## config.mk

```make
export PLATFORM = sky130hd
export DESIGN_NAME = regfile_scoreboard
export DESIGN_NICKNAME = d
export VERILOG_FILES = /design/src/rtl/regfile_scoreboard.sv
export SDC_FILE = /design/constraint.sdc
export NUM_CORES = 1
export LEC_CHECK = 0
export CORE_MARGIN = 4
export CORE_UTILIZATION = 30
export DETAILED_ROUTE_END_ITERATION = 10
export GPL_TIMING_DRIVEN = 0
export HOLD_SLACK_MARGIN = 0.08
export PLACE_DENSITY_LB_ADDON = 0.12
export SLEW_MARGIN = 30
export SYNTH_ARGS = -nofsm -noshare
export SYNTH_HDL_FRONTEND = slang
export SYNTH_SLANG_ARGS = --single-unit
```

## constraint.sdc

```tcl
create_clock -name clk -period 6.4 [get_ports clk]
set_clock_uncertainty 0.15 [all_clocks]
set_input_delay 0.96 -clock clk [delete_from_list [all_inputs] [get_ports clk]]
set_output_delay 0.96 -clock clk [all_outputs]
set_load 0.01 [all_outputs]
```

## src/rtl/regfile_scoreboard.sv

```systemverilog
// regfile_scoreboard: NUM_REGS x DATA_W register file with two combinational
// read ports, one write port and a per-register busy scoreboard.
// The issue stage reserves a destination (busy=1); writeback clears it.
//
// Reserve handshake: Reserve acts as valid, ReserveOk acts as ready. A
// reservation takes effect only on a rising edge where Reserve && ReserveOk;
// otherwise it is dropped and the requester must hold Reserve/ReserveReg
// stable until ReserveOk is seen high. ReserveOk does not depend on Reserve.
module regfile_scoreboard #(
  parameter int DATA_W   = 32,
  parameter int NUM_REGS = 8,
  parameter int ADDR_W   = $clog2(NUM_REGS),
  parameter int ZERO_REG = 1,
  parameter int BYPASS   = 1
) (
  input  logic                clk,
  input  logic                reset,
  input  logic [ADDR_W-1:0]   ReadReg1,
  input  logic [ADDR_W-1:0]   ReadReg2,
  output logic [DATA_W-1:0]   ReadData1,
  output logic [DATA_W-1:0]   ReadData2,
  output logic                ReadBusy1,
  output logic                ReadBusy2,
  input  logic                RegWrite,
  input  logic [ADDR_W-1:0]   WriteReg,
  input  logic [DATA_W-1:0]   WriteData,
  input  logic                Reserve,
  input  logic [ADDR_W-1:0]   ReserveReg,
  output logic                ReserveOk,
  output logic [NUM_REGS-1:0] BusyVec,
  output logic [ADDR_W:0]     BusyCount
);

  localparam bit ZR = (ZERO_REG != 0);
  localparam bit BP = (BYPASS != 0);
  localparam logic [ADDR_W:0] CNT_ONE = {{ADDR_W{1'b0}}, 1'b1};

  logic [DATA_W-1:0]   regs [NUM_REGS];
  logic [NUM_REGS-1:0] busy;
  logic [NUM_REGS-1:0] busy_next;
  logic [ADDR_W:0]     count;
  logic [ADDR_W:0]     count_next;

  logic wr_eff;
  logic rsv_zero;
  logic rsv_eff;
  logic cnt_inc;
  logic cnt_dec;

  // Qualify write and reserve requests; r0 is inert when hardwired.
  always_comb begin
    wr_eff    = RegWrite && !(ZR && (WriteReg == '0));
    rsv_zero  = ZR && (ReserveReg == '0);
    ReserveOk = rsv_zero || !busy[ReserveReg] || (wr_eff && (WriteReg == ReserveReg));
    rsv_eff   = Reserve && ReserveOk && !rsv_zero;
  end

  // Next scoreboard: writeback clears first, then a reserve sets (reserve wins).
  always_comb begin
    busy_next = busy;
    if (wr_eff)  busy_next[WriteReg]   = 1'b0;
    if (rsv_eff) busy_next[ReserveReg] = 1'b1;
  end

  // Incremental popcount; a write+reserve of the same busy register nets zero.
  always_comb begin
    cnt_inc    = rsv_eff && !busy[ReserveReg];
    cnt_dec    = wr_eff && busy[WriteReg] && !(rsv_eff && (ReserveReg == WriteReg));
    count_next = count;
    if (cnt_inc && !cnt_dec)      count_next = count + CNT_ONE;
    else if (cnt_dec && !cnt_inc) count_next = count - CNT_ONE;
  end

  // Register data storage; reset overrides any same-cycle write.
  always_ff @(posedge clk) begin
    if (reset) begin
      for (int i = 0; i < NUM_REGS; i++) regs[i] <= '0;
    end else if (wr_eff) begin
      regs[WriteReg] <= WriteData;
    end
  end

  // Scoreboard bits and busy counter.
  always_ff @(posedge clk) begin
    if (reset) begin
      busy  <= '0;
      count <= '0;
    end else begin
      busy  <= busy_next;
      count <= count_next;
    end
  end

  // Read port 1: base value, optional write bypass, optional zero register.
  always_comb begin
    ReadData1 = regs[ReadReg1];
    ReadBusy1 = busy[ReadReg1];
    if (BP && wr_eff && (WriteReg == ReadReg1)) begin
      ReadData1 = WriteData;
      ReadBusy1 = 1'b0;
    end
    if (ZR && (ReadReg1 == '0)) begin
      ReadData1 = '0;
      ReadBusy1 = 1'b0;
    end
  end

  // Read port 2: same rules as port 1.
  always_comb begin
    ReadData2 = regs[ReadReg2];
    ReadBusy2 = busy[ReadReg2];
    if (BP && wr_eff && (WriteReg == ReadReg2)) begin
      ReadData2 = WriteData;
      ReadBusy2 = 1'b0;
    end
    if (ZR && (ReadReg2 == '0)) begin
      ReadData2 = '0;
      ReadBusy2 = 1'b0;
    end
  end

  assign BusyVec   = busy;
  assign BusyCount = count;

endmodule

```

* Word level (Yosys, flattened, before mapping)
Memories as Yosys holds them, arrays and structs flattened. Index checks and enable logic that the tools add are counted.
Word-level totals: flip-flop bits (word level) 12, RAM bits 256, output and inout port bits 79, memories kept 1
Memory list:
- regs | depth 8, bits a word 32, read ports 2, clocked after Yosys merged registers in 0, write ports 8, RTL line 38 | logic [DATA_W-1:0] regs [NUM_REGS];
Operators by class: add/subtract/negate cells 2, magnitude comparators 6, equality and inequality tests 4, multiplexer cells 32, bitwise gates (word level) 3, reductions and logical operators 28
Operators with widths (count):
- two-way mux 32 bit | 5
- OR reduction 32 bit | 1
- < comparator 3 x 4 -> 1 bit (second input constant) | 4
- two-way mux 1 bit | 16
- two-way mux 8 bit | 2
- logical AND 1 bit | 14
- binary-select mux 1 bit (select 3 bit) | 4
- equality test 3 bit | 4
- logical NOT 3 bit | 4
- bitwise AND 8 bit | 1
- two-way mux 4 bit | 2
- inverter 8 bit | 1
- OR 8 bit | 1
- demux 1 bit (select 3 bit) | 2
- greater-or-equal comparator 3 x 1 -> 1 bit (second input constant) | 2
- logical NOT 1 bit | 6
- adder 4 x 1 -> 4 bit (second input constant) | 1
- subtractor 4 x 1 -> 4 bit (second input constant) | 1
- two-way mux 3 bit | 1
- logical OR 1 bit | 2
- nonzero test 2 bit | 1

* Depth between registers and ports, before layout
depth after elaboration 13, mapped depth 13, gate-level depth less buffers 11

* Least setup slack after synthesis
Ideal clock, no wire load.
path kind input -> register, start point input port WriteReg[1], end point memory regs[2][0], enable pin, library setup time 468 ps, data arrival time 3773 ps, slack 2009 ps, stages 3, path through clkbuf_1 -> nand2b_1 -> o21ai_0
RTL lines:
- from (decl) | RTL line 25 | input logic [ADDR_W-1:0] WriteReg,
- to (decl) | RTL line 38

* Worst setup path in the final report
start point input port ReadReg1[0], end point output port ReadData1[17]
Between the ends: longest elaborated chain between the ends 4, elaborated cells on any way between the ends 6, those cells by class eq/ne: 1; mux: 2; reduce/logical: 2; memory: 1
Ends and longest elaborated chain:
- from (decl) | RTL line 18 | input logic [ADDR_W-1:0] ReadReg1,
- branches (longest 3 deep; another with memory read (8 x 32 bit))
- two-way mux 32 bit (*) | RTL line 102 | if (ZR && (ReadReg1 == '0)) begin
- to (decl) | RTL line 20 | output logic [DATA_W-1:0] ReadData1,
Mark *: on every way between the ends.

==> metrics.md <==
| Metric | Value |
|---|---|
| Run status | `finished clean` |
| Fmax | `approximately 0.17 GHz` |
| Final #Nets | `about 1400` |
| Arr. time, crit path | `around 4.8 ns` |
| Synth cell types | `56` |
| Port bufs | `around 120` |
| Residual DRC | `0` |
| Synth Flop Type | `edfxtp_1` |
| Starting Density | `a little under a third` |
| Setup Crit Path Kind | `in -> out` |
| HP Class | `reg -> reg` |
| RSZ-0062 raised after global routing | `no` |
| Post-CTS Setup Bufs | `0` |
| Tcrit/Tclk final | `about 90%` |
| Final setup fails | `0` |
| Worst-Margin Slew | `between 1 and 1.5 ns` |
| WL final | `~56000 microns` |
| Area delta synth->final | `24.73%` |
| Setup TNS | `0 ns` |
| Syn_area_per_cell | `around 11 sq um` |
| Yosys Warn Count | `0` |
| Die Ht | `219.4 microns` |
| Cells after Synth | `1222` |
| CTS Hold Buffers Added | `0` |
| Drt pass-1 iters | `6` |
| Number of cell rows | `between 70 and 80` |
| Initial drt markers | `between 1000 and 1500` |
| Post-DR vias/cell | `5.591` |
| CTS HTree Levels | `1` |
| Post-synthesis sequential area ratio | `about half` |
| Clock Sinks | `approximately 240` |
| CP startpoint kind | `input port` |
| Period minus WS final | `slightly below 6 ns` |
| Global Route Usage Sum | `between 20 and 25%` |
| PostCTS Resize Cnt | `0` |
| Global route overflow | `0` |
| Total CTS buffers | `30` |
| Die X | `between 200 and 250 microns` |
| First-pass GRT wire length | `slightly above 80000 microns` |
| Ys async rst share | `0%` |
| Buffer depth of the longest clock path | `3` |
| Final Cell Area | `between 15000 and 20000 sq um` |
| Max FO, Critical Path | `10` |
| Crit. End Element | `output pin` |
| Worst skew pair latency | `0.58 ns` |
| Syn Std Cell Area | `between 10000 and 15000 sq um` |
| CTS root buf | `clkbuf_16` |
| Post-route ant nets | `0` |
| WL per Instance | `between 20 and 30 microns` |
| Leakage power | `between 5 and 6 nW` |
| Syn Nets | `between 1000 and 1500` |
| Share of layout cells above drive strength 1 | `a little under a tenth` |
| Via count | `between 10000 and 15000` |
| CTS clk-pin slew, worst paths | `0.06 ns` |
| Vias in the first global route | `11440` |
| Cell Area, Placed | `around 16000 sq um` |
| Initial antenna violation count | `1` |
| Pin count of the biggest net entering global routing | `33` |
| Core ar. | `around 44000 sq um` |
| Post-synth EDFFs | `~220` |
| Worst IR Drop VDD | `approximately 0.18 mV` |
| Final GP Congestion | `just over 0.8` |
| Max capacitance violation total | `0` |
| Power Total | `approximately 4.3 mW` |
| Slew Limit Fails | `0` |
| Hpwl dp | `about 38000 microns` |
| # IOs | `roughly 130` |
| Pwr/cell area | `260.0 nW/um^2` |
| Max-slew headroom | `approximately 28%` |
| Full die area | `around 48000 sq um` |
| Seq cells post-synth | `about 240` |
| CTS tree | `yes` |
| Fin. Hold Viols | `0` |
| Worst Path Required | `about 5.3 ns` |
-- layer usage --
metal | track usage (%) | vias up | wire [microns]
li1 | - | 5011 | -
met1 | 31.69 | 5579 | 24070
met2 | 37.97 | 498 | 26620
met3 | 3.420 | 111 | 4147
met4 | 7.057 | 0 | 1610
met5 | 0 | - | 0
-- cell usage in the layout (no fill, tap or decap), types with 36 or more instances in the layout --
cell,n
mux2i_1,40
o221ai_1,50
inv_1,43
clkbuf_1,96
a21oi_1,92
edfxtp_1,224
clkdlybuf4s50_1,119
nor2_1,36
o22ai_1,73
and2_1,225
-- worst max-delay path: stages --
cell	delay, ns
clkdlybuf4s50_1	0.71
buf_2	0.38
clkbuf_1	0.59
clkbuf_1	0.69
o22ai_1	0.14
a221o_1	0.33
a21oi_1	0.34
clkdlybuf4s50_1	0.62
-- metrics by stage --
| stage | utilization [%] | cells | hold slack (ns) | worst slack (ns) |
|---|---|---|---|---|
| 2_1_floorplan | - | 1222 | 0.3535 | 2.009 |
| 3_3_place_gp | 34.70 | 1933 | 0.3245 | -1.713 |
| 3_5_place_dp | 35.63 | 1947 | 0.3367 | 0.5138 |
| 4_1_cts | 37.79 | 2001 | 0.3454 | 0.5084 |
| 5_1_grt | 37.82 | 2002 | 0.3651 | 0.4389 |
| 6_report | 37.83 | 2003 | 0.3465 | 0.5189 |
-- final timing paths --
| kind | startpoint | endpoint | slack [ns] | cells past startpoint |
|---|---|---|---|---|
| max | ReadReg1[0] | ReadData1[17] | 0.52 | 8 |
| min | BusyVec[0] | BusyVec[0] | 0.35 | 1 |
| max reg2reg | BusyVec[5] | BusyCount[3] | 3.32 | 11 |
| min reg2reg | BusyVec[0] | BusyVec[0] | 0.35 | 1 |
-- synth_stat cells, types with 3 or more instances --
master | number | area share [%]
nor2_1 | 36 | 1.0
nand4_1 | 3 | 0.14
ha_1 | 3 | 0.28
nor3_1 | 5 | 0.19
buf_1 | 11 | 0.31
o21ai_0 | 24 | 0.90
a2bb2oi_1 | 35 | 2.3
a32o_1 | 17 | 1.3
nand3b_1 | 12 | 0.67
edfxtp_1 | 224 | 50
nand2_1 | 16 | 0.45
nand2b_1 | 8 | 0.37
xor2_1 | 10 | 0.65
o22ai_1 | 73 | 3.4
mux2i_1 | 40 | 3.0
nor4_1 | 7 | 0.33
a211oi_1 | 34 | 1.9
dfxtp_1 | 12 | 1.8
and2_1 | 225 | 10
clkbuf_1 | 94 | 2.6
a21o_1 | 3 | 0.17
mux2_2 | 31 | 2.6
o31ai_1 | 19 | 1.1
o221ai_1 | 50 | 3.3
or2_2 | 13 | 0.61
a221o_1 | 12 | 0.90
buf_6 | 3 | 0.25
buf_2 | 8 | 0.30
or4_1 | 3 | 0.17
a21oi_1 | 92 | 3.4
mux4_2 | 6 | 1.0
or3_1 | 19 | 0.89
inv_1 | 44 | 1.2
-- layout make-up --
type                    instances  area, sq um
multi-input cells             825         5898
clock inverters                21        170.2
flip-flops and latches        236         6967
well taps                     592        740.7
repair buffers                134         1523
inverters                      44        167.7
fillers                      4313        27490
diodes                          1        2.502
plain buffers                 117        476.7
clock buffers                  33        783.3
-- registers in the layout (all words and copies together) (netlist names) --
name / cells
BusyCount: 4
BusyVec: 8
regs: 224
-- where the power goes --
part	total [mW]	internal, mW	switching [mW]
logic	0.809	0.350	0.459
registers	1.86	1.80	0.0584
clock network	1.68	0.989	0.696
-- cell families (layout without fill, tap and decap cells) --
group,after synthesis,count (layout),synth area share (%)
flops,236,236,51.95
other cells,0,1,0
mux,77,77,6.596
simple gates,356,356,15.79
compound gates,377,377,19.74
xor+xnor,11,11,0.7183
buf+inv,161,349,4.777
fa+ha+maj,4,4,0.4292
Note: power is estimated with default switching activity, not from simulation.
